File: config.mk
export PLATFORM = sky130hd
export DESIGN_NAME = pwm_capture
export DESIGN_NICKNAME = d
export VERILOG_FILES = /design/src/rtl/pwm_capture.sv
export SDC_FILE = /design/constraint.sdc
export NUM_CORES = 1
export LEC_CHECK = 0
export BUFFER_PORTS_ARGS = -buffer_cell sky130_fd_sc_hd__buf_2
export CAP_MARGIN = 10
export CORE_UTILIZATION = 53
export DETAILED_ROUTE_END_ITERATION = 8
export PLACE_DENSITY = 0.8
export SYNTH_ARGS = -nofsm -noshare
export SYNTH_HDL_FRONTEND = slang
export SYNTH_SLANG_ARGS = --single-unit
File: constraint.sdc
create_clock -name clock -period 3.42 [get_ports clock]
set_input_delay 0.513 -clock clock [delete_from_list [all_inputs] [get_ports clock]]
set_output_delay 0.513 -clock clock [all_outputs]
set_load 0.01 [all_outputs]
File: src/rtl/pwm_capture.sv
`timescale 1ns/1ps
// pwm_capture: measures a synchronised half-bridge gate pair and emits one timing record per period.
// Define PWM_CAPTURE_GLITCH_FILTER_EN to add a filter_length-sample glitch filter on both channels.
module pwm_capture #(
    parameter int unsigned bitwidth      = 8,
    parameter int unsigned filter_length = 3
) (
    input  logic                clock,
    input  logic                reset,
    input  logic                highside_input,
    input  logic                lowside_input,
    input  logic                enable,
    output logic [bitwidth-1:0] tick_count_period,
    output logic [bitwidth-1:0] tick_count_highside,
    output logic [bitwidth-1:0] deadtime_hs_to_ls,
    output logic [bitwidth-1:0] tick_count_lowside,
    output logic [bitwidth-1:0] deadtime_ls_to_hs,
    output logic                capture_valid,
    output logic                overlap_error,
    output logic                timeout_error
);

    localparam int unsigned SumW = bitwidth + 2;
    localparam logic [bitwidth-1:0] CountMax = {bitwidth{1'b1}};

    typedef enum logic [2:0] {StIdle, StHsOn, StDtHs, StLsOn, StDtLs} state_e;

    if (filter_length < 1 || filter_length > 15) begin : g_filter_length_check
        $error("pwm_capture: filter_length must be in 1..15");
    end

    logic hs_meta, hs_sync, ls_meta, ls_sync;
    logic hs_lvl, ls_lvl, hs_prev, ls_prev;

    always_ff @(posedge clock or negedge reset) begin
        if (!reset) begin
            hs_meta <= 1'b0;
            hs_sync <= 1'b0;
            ls_meta <= 1'b0;
            ls_sync <= 1'b0;
        end else begin
            hs_meta <= highside_input;
            hs_sync <= hs_meta;
            ls_meta <= lowside_input;
            ls_sync <= ls_meta;
        end
    end

`ifdef PWM_CAPTURE_GLITCH_FILTER_EN
    // Each filtered level flips only after filter_length consecutive differing samples.
    logic       hs_filt, ls_filt;
    logic [3:0] hs_run, ls_run;

    always_ff @(posedge clock or negedge reset) begin
        if (!reset) begin
            hs_filt <= 1'b0;
            ls_filt <= 1'b0;
            hs_run  <= '0;
            ls_run  <= '0;
        end else begin
            if (hs_sync == hs_filt) begin
                hs_run <= '0;
            end else if (hs_run == 4'(filter_length - 1)) begin
                hs_filt <= hs_sync;
                hs_run  <= '0;
            end else begin
                hs_run <= hs_run + 4'd1;
            end
            if (ls_sync == ls_filt) begin
                ls_run <= '0;
            end else if (ls_run == 4'(filter_length - 1)) begin
                ls_filt <= ls_sync;
                ls_run  <= '0;
            end else begin
                ls_run <= ls_run + 4'd1;
            end
        end
    end

    assign hs_lvl = hs_filt;
    assign ls_lvl = ls_filt;
`else
    assign hs_lvl = hs_sync;
    assign ls_lvl = ls_sync;
`endif

    always_ff @(posedge clock or negedge reset) begin
        if (!reset) begin
            hs_prev <= 1'b0;
            ls_prev <= 1'b0;
        end else begin
            hs_prev <= hs_lvl;
            ls_prev <= ls_lvl;
        end
    end

    logic hs_rise, hs_fall, ls_rise, ls_fall, overlap, timeout;
    state_e state_q, state_d;
    logic [bitwidth-1:0] seg_cnt_q, seg_cnt_d;

    assign hs_rise = hs_lvl & ~hs_prev;
    assign hs_fall = ~hs_lvl & hs_prev;
    assign ls_rise = ls_lvl & ~ls_prev;
    assign ls_fall = ~ls_lvl & ls_prev;
    assign overlap = hs_lvl & ls_lvl;
    assign timeout = (state_q != StIdle) && (seg_cnt_q == CountMax);

    always_ff @(posedge clock or negedge reset) begin
        if (!reset) state_q <= StIdle;
        else        state_q <= state_d;
    end

    always_comb begin
        state_d = state_q;
        if (!enable || overlap || timeout) begin
            state_d = StIdle;
        end else begin
            case (state_q)
                StIdle: if (hs_rise) state_d = StHsOn;
                StHsOn: begin
                    // A lowside rise in the same clock as the highside fall is a zero deadtime.
                    if (hs_fall)      state_d = ls_rise ? StLsOn : StDtHs;
                    else if (ls_rise) state_d = StIdle;
                end
                StDtHs: begin
                    if (hs_rise)      state_d = StIdle;
                    else if (ls_rise) state_d = StLsOn;
                end
                StLsOn: begin
                    if (ls_fall)      state_d = hs_rise ? StHsOn : StDtLs;
                    else if (hs_rise) state_d = StIdle;
                end
                StDtLs: begin
                    if (ls_rise)      state_d = StIdle;
                    else if (hs_rise) state_d = StHsOn;
                end
                default: state_d = StIdle;
            endcase
        end
    end

    logic store_hs, store_dt_hs, store_ls, commit;
    logic [bitwidth-1:0] hs_time_q, dt_hs_q, ls_time_q;
    logic [bitwidth-1:0] dt_hs_val, ls_val, dt_ls_val, period_val;
    logic [SumW-1:0]     period_sum;

    always_comb begin
        store_hs    = (state_q == StHsOn) && (state_d inside {StDtHs, StLsOn});
        store_dt_hs = (state_d == StLsOn) && (state_q inside {StHsOn, StDtHs});
        store_ls    = (state_q == StLsOn) && (state_d inside {StDtLs, StHsOn});
        commit      = (state_d == StHsOn) && (state_q inside {StLsOn, StDtLs});

        if (state_d == StIdle)        seg_cnt_d = '0;
        else if (state_d != state_q)  seg_cnt_d = {{(bitwidth-1){1'b0}}, 1'b1};
        else                          seg_cnt_d = seg_cnt_q + 1'b1;

        dt_hs_val  = (state_q == StHsOn) ? '0 : seg_cnt_q;
        ls_val     = (state_q == StLsOn) ? seg_cnt_q : ls_time_q;
        dt_ls_val  = (state_q == StLsOn) ? '0 : seg_cnt_q;
        period_sum = SumW'(hs_time_q) + SumW'(dt_hs_q) + SumW'(ls_val) + SumW'(dt_ls_val);
        period_val = (period_sum > SumW'(CountMax)) ? CountMax : period_sum[bitwidth-1:0];
    end

    always_ff @(posedge clock or negedge reset) begin
        if (!reset) begin
            seg_cnt_q           <= '0;
            hs_time_q           <= '0;
            dt_hs_q             <= '0;
            ls_time_q           <= '0;
            tick_count_period   <= '0;
            tick_count_highside <= '0;
            deadtime_hs_to_ls   <= '0;
            tick_count_lowside  <= '0;
            deadtime_ls_to_hs   <= '0;
            capture_valid       <= 1'b0;
            overlap_error       <= 1'b0;
            timeout_error       <= 1'b0;
        end else begin
            seg_cnt_q     <= seg_cnt_d;
            capture_valid <= commit;
            if (store_hs)    hs_time_q <= seg_cnt_q;
            if (store_dt_hs) dt_hs_q   <= dt_hs_val;
            if (store_ls)    ls_time_q <= seg_cnt_q;
            if (commit) begin
                tick_count_period   <= period_val;
                tick_count_highside <= hs_time_q;
                deadtime_hs_to_ls   <= dt_hs_q;
                tick_count_lowside  <= ls_val;
                deadtime_ls_to_hs   <= dt_ls_val;
            end
            if (!enable) begin
                overlap_error <= 1'b0;
                timeout_error <= 1'b0;
            end else begin
                overlap_error <= overlap_error | overlap;
                timeout_error <= timeout_error | (timeout & ~overlap);
            end
        end
    end

endmodule
==> flow_metrics.env, run 1 <==
export IMPL_dp_hpwl_um=6970
export IMPL_status="finished with violations"
export IMPL_violations="negative setup slack"
export IMPL_layout_drive_gt1_share_pct=29.5
export IMPL_start_kind="register"
export IMPL_grtUsageTotal_pct=25.5
export IMPL_path_cells="nand3b_1 -> buf_6 -> mux2i_4 -> fa_1 -> inv_2 -> fa_1 -> ha_4 -> buf_4 -> a21oi_2 -> o211ai_1 -> buf_4 -> a221oi_4 -> nor3_4 -> buf_12 -> a31oi_1"
export IMPL_synth_area_leader_cell="dfrtp_1"
export IMPL_antenna_found_initial=0
export IMPL_placed_area_um2=5030
export IMPL_routed_via_count=3420
export IMPL_yosys_area_top_type_share_pct=47.9
export IMPL_worstMarginPinSlew_ns=1.07
export IMPL_nFillCells=588
export IMPL_root_buffer="clkbuf_8"
export IMPL_critical_path_class="register to register"
export IMPL_worstSetupEndpointType="register"
export IMPL_fin_crit_ns=3.62
export IMPL_cp_data_arrival_time_ns=3.90
export IMPL_core_um2=7850
export IMPL_grt_ovfl_total=0
export IMPL_final_cell_mix="dfrtp_1, nand2_1, buf_2"
export IMPL_wl_um=10400
export IMPL_drt_drc_violations_left=0
export IMPL_critical_path_max_stage_delay_ns=0.51
export IMPL_yosysSeqAreaShare_pct=47.9
export IMPL_power_leakage_uw=0.00263
export IMPL_synth_avg_cell_area_um2=10.3
export IMPL_finalCritPeriodShare_pct=106
export IMPL_grt_setup_unrepaired="yes"
export IMPL_htree_levels=3
export IMPL_synthCells=426
export IMPL_rows=32
export IMPL_die_w_um=93.0
export IMPL_crit_slowest_cell="fa_1"
export IMPL_post_route_util_pct=68.9
export IMPL_diodes=0
export IMPL_synth_area_leaders="dfrtp_1, fa_1, nand2_1"
export IMPL_drt_vias_per_instance=5.66
export IMPL_postRouteAntennaNets=0
export IMPL_power_frac_seq_pct=41.7
export IMPL_seq_area_um2=2100
export IMPL_combinationalPowerShare_pct=28.6
export IMPL_worstPathRequired_ns=3.70
export IMPL_nNetsFinal=528
export IMPL_timing_fmax_mhz=276
export IMPL_p_sw_uw=781
export IMPL_synth_distinct_cells=59
export IMPL_multi_input_area_um2=2290
export IMPL_synth_edf_count=0
export IMPL_wl_per_cell_um=17.3
export IMPL_clockBufferDepth=2
export IMPL_cts_tree="yes"
export IMPL_dr_first_iter_drc_count=186
export IMPL_sw_frac_of_total_pct=31.3
export IMPL_vdd_drop_max_v=0.000328
export IMPL_relSlewSlack_pct=28.9
export IMPL_die_h_um=93.0
export IMPL_grt_pass1_vias=3381
export IMPL_die_area_um2=8640
export IMPL_synth_area_um2=4390
export IMPL_cts_hold_buf=0
export IMPL_io_pins=48
export IMPL_dr_pass1_iters=5
export IMPL_intPower_uw=1710
export IMPL_drv_cap=0
export IMPL_hold_violations=0
export IMPL_cts_made_buffers=9
export IMPL_finalClockSkew_ns=0.0169
export IMPL_yosys_register_bits=84
export IMPL_grt_pass1_wl_um=16700
export IMPL_ys_async_sr_fraction_pct=100
export IMPL_whs_ns=0.265
export IMPL_clock_sinks=84
export IMPL_clk_pin_slew_ns=0.09
export IMPL_yosys_most_used_dff="dfrtp_1"
export IMPL_start_util_pct=55.9
export IMPL_final_common_cell="dfrtp_1"
export IMPL_pwr_share_clk_pct=29.7
export IMPL_clk_latency_ns=0.35
export IMPL_finalMaxSlewViolations=0
export IMPL_ys_warn_count=0
export IMPL_grt_max_degree=85
export IMPL_hold_path_class="input pin to register"
export IMPL_setup_viol=8
export IMPL_syn_num_nets=457
export IMPL_powerDensity_nw_per_um2=461
export IMPL_io_buffers=47
export IMPL_cp_max_fo=7
export IMPL_area_growth_synth_to_final_pct=23.2
export IMPL_gp_congestion=0.894
export IMPL_setup_slack_ns=-0.203
export IMPL_fin_area_um2=5410
area by class of cell:
class                      instances  area share, %
clock buffer                      10           2.55
clock inverter                     6           1.34
inverter                          36           2.50
multi-input combinational        284           42.4
sequential                        84           38.9
tap                              102           2.36
timing repair buffer              82           9.93
Yosys cell counts, types with 4 or more instances:
cell type	count
fa_1	16
mux2i_1	15
and2_1	7
buf_2	12
nor2_1	24
xnor2_1	5
mux2_4	8
nand2b_1	4
nand3_1	7
nand2_1	73
dfrtp_1	84
nor3_1	6
a21oi_1	6
clkbuf_1	5
o21ai_1	29
o21ai_0	13
nor2b_1	4
ha_1	10
xor2_1	5
a31oi_1	10
inv_1	36
repair_timing:
action | 4_1_cts | 5_1_grt
pin swaps | 13 | 12
setup endpoints to repair | 8 | 8
setup buffers | 5 | 4
gates resized for setup | 7 | 10
gates cloned | 0 | 0
per-stage QoR:
step / cells / power [uW] / setup TNS, ns / worst slack (ns)
after global placement: 580 / 1590 / 0 / 0.000265
after CTS: 601 / 2400 / -1.09 / -0.152
after global routing: 604 / 2600 / -2.52 / -0.338
final: 604 / 2490 / -1.31 / -0.203
after floorplan: 426 / 1460 / -0.0901 / -0.0165
after detailed placement: 580 / 1620 / -1.07 / -0.167
final timing paths:
kind / cells past startpoint / to / slack [ns] / startpoint
worst max-delay path: 15 / tick_count_period[6] / -0.20 / state_q[2]
worst min-delay path: 1 / ls_meta / 0.27 / lowside_input
worst max register to register: 15 / tick_count_period[6] / -0.20 / state_q[2]
worst min register to register: 0 / hs_lvl / 0.36 / hs_meta
max in group asynchronous: 1 / state_q[2] / 2.37 / reset
min in group asynchronous: 1 / ls_meta / 0.30 / reset
flip-flops by register name (all words and copies together) (netlist names), 3 cells and up:
name                 count
state_q                  3
tick_count_period        8
tick_count_lowside       8
deadtime_hs_to_ls        8
hs_time_q                8
dt_hs_q                  8
ls_time_q                8
deadtime_ls_to_hs        8
tick_count_highside      8
seg_cnt_q                8
power groups by stage:
| stage | Combinational, uW | Sequential [uW] | Clock, uW |
|---|---|---|---|
| 2_1_floorplan | 400 | 1060 | 0 |
| 3_3_place_gp | 538 | 1060 | 0 |
| 3_5_place_dp | 565 | 1060 | 0 |
| 4_1_cts | 613 | 1040 | 749 |
| 5_1_grt | 775 | 1040 | 786 |
| 6_report | 715 | 1040 | 740 |
worst max-delay path: cells and delay by family, from the launching register on:
family / cells / cell delay [ns]
multiplexers: 1 / 0.18
AND/OR/NAND/NOR: 2 / 0.31
AO/OA/AOI/OAI: 4 / 0.76
adder cells (fa/ha/maj): 3 / 1.22
flip-flops: 1 / 0.38
buffers and inverters: 5 / 0.70
logic make-up (layout without fill, tap and decap cells):
kind of cell | Yosys count | in the layout | synth area share, %
DFF | 84 | 84 | 47.9
buffers and inverters | 58 | 134 | 5.76
and+or+nand+nor | 144 | 144 | 15.9
muxes | 24 | 24 | 6.42
AOI/OAI and AO/OA | 80 | 80 | 11.8
xor gates and xnor gates | 10 | 10 | 2.00
adders and majority gates | 26 | 26 | 10.2
layer usage:
layer	track usage, %	share of wire (%)	up-vias
met5	0	0	-
met1	33.7	42	1680
li1	-	-	1574
met3	3.74	4.7	32
met2	40.7	50	134
met4	13.5	3.8	0
Note: power is estimated with default switching activity, not from simulation.
==> run 2, diff against run 1 <==
--- a/config.mk
+++ b/config.mk
@@ -9,7 +9,7 @@
 export CAP_MARGIN = 10
 export CORE_UTILIZATION = 53
 export DETAILED_ROUTE_END_ITERATION = 8
-export PLACE_DENSITY = 0.8
+export PLACE_DENSITY = 0.76
 export SYNTH_ARGS = -nofsm -noshare
 export SYNTH_HDL_FRONTEND = slang
 export SYNTH_SLANG_ARGS = --single-unit
==> run 2 against run 1 <==
Against the previous run:
- the run still ends with negative setup slack left
- hold slack got worse by 0.0084 ns
- core utilization fell by 0.096 points
- global-route usage about the same
- clock power fell by 12%
- flip-flop and latch count did not move
- fmax about the same
- final cell count is 1.2% higher
- via count shrank 2.9%
- power down 5.6%
- largest cell class unchanged
- highest routed layer unchanged
==> flow_metrics.env, run 2 (same netlist as run 1, synthesis figures left out) <==
export IMPL_reg2reg_depth=13
export IMPL_die_w_um=93.0
export IMPL_postRouteAntennaNets=0
export IMPL_timing_fmax_mhz=276
export IMPL_wl_per_cell_um=16.5
export IMPL_placed_area_um2=5070
export IMPL_clk_latency_ns=0.36
export IMPL_final_common_cell="dfrtp_1"
export IMPL_cp_max_fo=7
export IMPL_grt_setup_unrepaired="yes"
export IMPL_cts_hold_buf=0
export IMPL_wl_um=10100
export IMPL_die_h_um=93.0
export IMPL_power_total_uw=2360
export IMPL_holdCritStartpoint="lowside_input"
export IMPL_grt_pass1_wl_um=16700
export IMPL_drt_drc_violations_left=0
export IMPL_gp_congestion=0.867
export IMPL_antenna_found_initial=0
export IMPL_diodes=0
export IMPL_status="finished with violations"
export IMPL_setup_slack_ns=-0.206
export IMPL_cp_data_arrival_time_ns=3.91
export IMPL_nNetsFinal=535
export IMPL_relSlewSlack_pct=30.5
export IMPL_finalClockSkew_ns=0.0157
export IMPL_worstMarginPinSlew_ns=1.04
export IMPL_worstSetupEndpointType="register"
export IMPL_min_to="ls_meta"
export IMPL_layout_drive_gt1_share_pct=30.8
export IMPL_r2r_slack_ns=-0.21
export IMPL_dpl_worst_slack_ns=-0.236
export IMPL_grt_max_degree=85
export IMPL_dr_first_iter_drc_count=153
export IMPL_routed_via_count=3321
export IMPL_core_um2=7850
export IMPL_cts_made_buffers=9
export IMPL_powerDensity_nw_per_um2=436
export IMPL_final_cell_mix="dfrtp_1, nand2_1, buf_2"
export IMPL_violations="negative setup slack"
export IMPL_worstPathRequired_ns=3.70
export IMPL_power_leakage_uw=0.00265
export IMPL_die_area_um2=8640
export IMPL_start_kind="register"
export IMPL_hold_violations=0
export IMPL_clk_pin_slew_ns=0.09
export IMPL_post_route_util_pct=68.8
export IMPL_htree_levels=3
export IMPL_vdd_drop_max_v=0.000222
export IMPL_rows=32
export IMPL_critical_path_class="register to register"
export IMPL_hold_path_class="input pin to register"
export IMPL_dp_hpwl_um=6940
export IMPL_fin_area_um2=5400
export IMPL_fin_crit_ns=3.63
export IMPL_r2r_start="state_q[2]"
export IMPL_io_pins=48
export IMPL_start_util_pct=55.9
export IMPL_grtUsageTotal_pct=25.5
export IMPL_clockBufferDepth=2
export IMPL_finalMaxSlewViolations=0
export IMPL_area_growth_synth_to_final_pct=23.1
export IMPL_grt_ovfl_total=0
export IMPL_grt_pass1_vias=3340
export IMPL_io_buffers=47
export IMPL_dr_pass1_iters=4
export IMPL_root_buffer="clkbuf_8"
export IMPL_hold_depth=1
export IMPL_drt_vias_per_instance=5.44
export IMPL_cts_tree="yes"
export IMPL_setup_viol=8
export IMPL_clock_sinks=84
export IMPL_r2r_end="tick_count_period[6]"
export IMPL_finalCritPeriodShare_pct=106
export IMPL_drv_cap=0
[run 2: cell types whose count changed in the layout (fill, tap and decap cells not counted), moves of 2 or more]
cell	delta
a21oi_2	-2
a31oi_1	+2
fa_2	+2
fa_1	-2
buf_4	+8
clkinv_4	+2
[run 2: how the worst max path moves through the flow]
stage	start	end	slack [ns]	cells past startpoint
CTS	state_q[2]	tick_count_period[6]	-0.09	13
global route	state_q[2]	tick_count_period[2]	-0.36	13
finish	state_q[2]	tick_count_period[6]	-0.21	13
floorplan	state_q[1]	tick_count_period[6]	-0.02	15
global placement	state_q[2]	tick_count_period[6]	-0.10	14
detailed placement	state_q[2]	tick_count_period[6]	-0.24	14
[run 2: routing by layer]
metal,vias up,track usage [%],wire [um]
met5,-,0,0
met4,0,10.1,197
li1,1588,-,-
met3,19,3.98,360
met1,1632,32.8,4430
met2,82,43.3,5090
[run 2: timing repair]
item | in CTS | in global routing
setup endpoints to repair | 8 | 8
gates cloned | 1 | 0
setup buffers | 7 | 2
pin swaps | 12 | 8
resized for setup | 14 | 2
[run 2: area by class of cell]
class / instances / area [um^2]
Multi-Input combinational cell: 284 / 2260
Clock buffer: 9 / 124
Clock inverter: 7 / 53.8
Sequential cell: 84 / 2100
Timing Repair Buffer: 89 / 593
Fill cell: 594 / 2450
Tap cell: 102 / 128
Inverter: 36 / 135
[run 2: where the power goes]
part | switching, uW | internal, uW
Clock | 385 | 266
Combinational | 363 | 303
Sequential | 14.2 | 1020
Total | 762 | 1590
[run 2: metrics by stage]
stage / hold slack (ns) / std cells / TNS [ns]
3_3_place_gp: 0.333 / 585 / -0.645
4_1_cts: 0.253 / 609 / -0.495
6_report: 0.257 / 611 / -1.37
5_1_grt: 0.247 / 611 / -2.55
3_5_place_dp: 0.336 / 585 / -1.51
2_1_floorplan: 0.217 / 426 / -0.0901
[run 2: worst max-delay path, stage by stage (launching register included)]
cell and delay [ns]:
dfrtp_1 0.38, nand3b_1 0.25, buf_12 0.21, mux2i_4 0.19, fa_2 0.48, fa_1 0.52
inv_2 0.05, ha_4 0.28, nand3_2 0.07, o211ai_1 0.37, o21ai_2 0.13, a221oi_2 0.35
nor3_4 0.10, a31oi_1 0.18
==> run 3, diff against run 2 <==
--- a/config.mk
+++ b/config.mk
@@ -5,7 +5,7 @@
 export SDC_FILE = /design/constraint.sdc
 export NUM_CORES = 1
 export LEC_CHECK = 0
-export BUFFER_PORTS_ARGS = -buffer_cell sky130_fd_sc_hd__buf_2
+export BUFFER_PORTS_ARGS = -buffer_cell sky130_fd_sc_hd__buf_4
 export CAP_MARGIN = 10
 export CORE_UTILIZATION = 53
 export DETAILED_ROUTE_END_ITERATION = 8
==> run 3 against run 2 <==
Against the previous run:
- the run still ends with negative setup slack left
- combinational power decreased by 3.8%
- design area grew 2.0%
- setup slack improved by 0.057 ns
- critical endpoint unchanged
- highest routed layer unchanged
==> flow_metrics.env, run 3 (same netlist as run 1, synthesis figures left out) <==
export IMPL_diodes=0
export IMPL_cts_tree="yes"
export IMPL_hold_violations=0
export IMPL_grt_pass1_vias=3456
export IMPL_clk_pin_slew_ns=0.08
export IMPL_status="finished with violations"
export IMPL_dr_pass1_iters=5
export IMPL_grt_pass1_wl_um=16900
export IMPL_fin_crit_ns=3.57
export IMPL_hold_path_class="input pin to register"
export IMPL_worstPathRequired_ns=3.62
export IMPL_drv_cap=0
export IMPL_core_um2=7850
export IMPL_die_h_um=93.0
export IMPL_violations="negative setup slack"
export IMPL_finalMaxSlewViolations=0
export IMPL_combinationalPowerShare_pct=26.1
export IMPL_clock_sinks=84
export IMPL_dr_first_iter_drc_count=226
export IMPL_rows=32
export IMPL_power_frac_seq_pct=42.3
export IMPL_powerDensity_nw_per_um2=446
export IMPL_io_pins=48
export IMPL_htree_levels=3
export IMPL_root_buffer="clkbuf_8"
export IMPL_cts_made_buffers=9
export IMPL_worstMarginPinSlew_ns=1.03
export IMPL_drt_drc_violations_left=0
export IMPL_sw_frac_of_total_pct=28.9
export IMPL_relSlewSlack_pct=31.6
export IMPL_final_cell_mix="dfrtp_1, buf_4, nand2_1"
export IMPL_routed_via_count=3408
export IMPL_wl_per_cell_um=16.4
export IMPL_power_leakage_uw=0.00265
export IMPL_layout_drive_gt1_share_pct=29.1
export IMPL_antenna_found_initial=0
export IMPL_p_sw_uw=710
export IMPL_die_area_um2=8640
export IMPL_placed_area_um2=5170
export IMPL_wl_um=9990
export IMPL_postRouteAntennaNets=0
export IMPL_critical_path_class="register to register"
export IMPL_intPower_uw=1740
export IMPL_final_common_cell="dfrtp_1"
export IMPL_nFillCells=582
export IMPL_vdd_drop_max_v=0.000241
export IMPL_finalClockSkew_ns=0.00654
export IMPL_timing_fmax_mhz=280
export IMPL_grt_max_degree=85
export IMPL_grt_setup_unrepaired="yes"
export IMPL_pwr_share_clk_pct=31.6
export IMPL_cp_max_fo=7
export IMPL_dpl_worst_slack_ns=-0.131
export IMPL_finalCritPeriodShare_pct=104
export IMPL_cts_hold_buf=0
export IMPL_grt_util_met2_pct=41.5
export IMPL_start_util_pct=55.9
export IMPL_gp_congestion=0.853
export IMPL_multi_input_area_um2=2240
export IMPL_use_met3_pct=4.39
export IMPL_seq_area_um2=2100
export IMPL_setup_slack_ns=-0.149
export IMPL_drt_vias_per_instance=5.61
export IMPL_clk_latency_ns=0.35
export IMPL_grt_busiest_layer="met2"
export IMPL_use_met1_pct=33.0
export IMPL_clockBufferDepth=2
export IMPL_grtUsageTotal_pct=25.7
export IMPL_nNetsFinal=532
export IMPL_io_buffers=47
export IMPL_area_growth_synth_to_final_pct=25.6
export IMPL_start_kind="register"
export IMPL_whs_ns=0.271
export IMPL_setup_viol=8
export IMPL_grt_ovfl_total=0
export IMPL_worstSetupEndpointType="register"
export IMPL_fin_area_um2=5510
export IMPL_dp_hpwl_um=7030
export IMPL_cp_data_arrival_time_ns=3.77
export IMPL_die_w_um=93.0
[run 3: timing repair]
item	CTS	global route
cloned	1	0
resized for setup	5	4
pin swaps	15	5
buffers inserted	5	4
setup endpoints to repair	8	8
hold endpoints to repair	0	0
[run 3: final cells by class]
type	instances	area share, %
multi-input combinational	284	40.7
sequential	84	38.2
timing repair buffer	86	12.4
clock buffer	12	2.63
inverter	36	2.45
tap	102	2.32
clock inverter	4	1.32
[run 3: worst max-delay path: stages, from the launching register on]
cell and delay (ns):
dfrtp_1 0.38, nand3b_1 0.26, buf_12 0.22, mux2i_4 0.19, fa_1 0.51, inv_1 0.05
fa_1 0.45, ha_2 0.23, fa_2 0.37, nand3_2 0.10, nand2_4 0.07, nor3_4 0.11
a221oi_2 0.09, nor3_4 0.26, a31oi_1 0.13
[run 3: power by group through the flow]
stage	Combinational (uW)	Sequential (uW)	Clock, uW
after floorplan	400	1060	0
after detailed placement	572	1060	0
after global routing	712	1040	831
after CTS	608	1040	786
after global placement	544	1060	0
final	641	1040	776
[run 3: path summary, 6_finish.rpt]
path,cells after the start,startpoint,to,slack (ns)
max,14,state_q[2],tick_count_period[6],-0.15
min,1,highside_input,hs_meta,0.27
max reg2reg,14,state_q[2],tick_count_period[6],-0.15
min reg2reg,0,hs_meta,hs_lvl,0.35
max in group asynchronous,1,reset,tick_count_highside[3],2.42
min in group asynchronous,1,reset,tick_count_lowside[0],0.34
[run 3: layer usage]
layer	share of wire [%]	wire length, um	vias to the layer above
met2	48	4810	122
met3	4.5	451	37
met5	0	0	-
met4	4.2	416	0
met1	43	4300	1659
li1	-	-	1590
[run 3: metrics by stage]
stage	cells	power (uW)	setup TNS, ns	utilization, %
5_1_grt	608	2590	-2.51	70.2
3_3_place_gp	583	1600	0	65.8
4_1_cts	605	2430	-0.802	69.7
2_1_floorplan	426	1460	-0.0901	-
6_report	608	2460	-1.04	70.2
3_5_place_dp	583	1630	-0.739	65.8
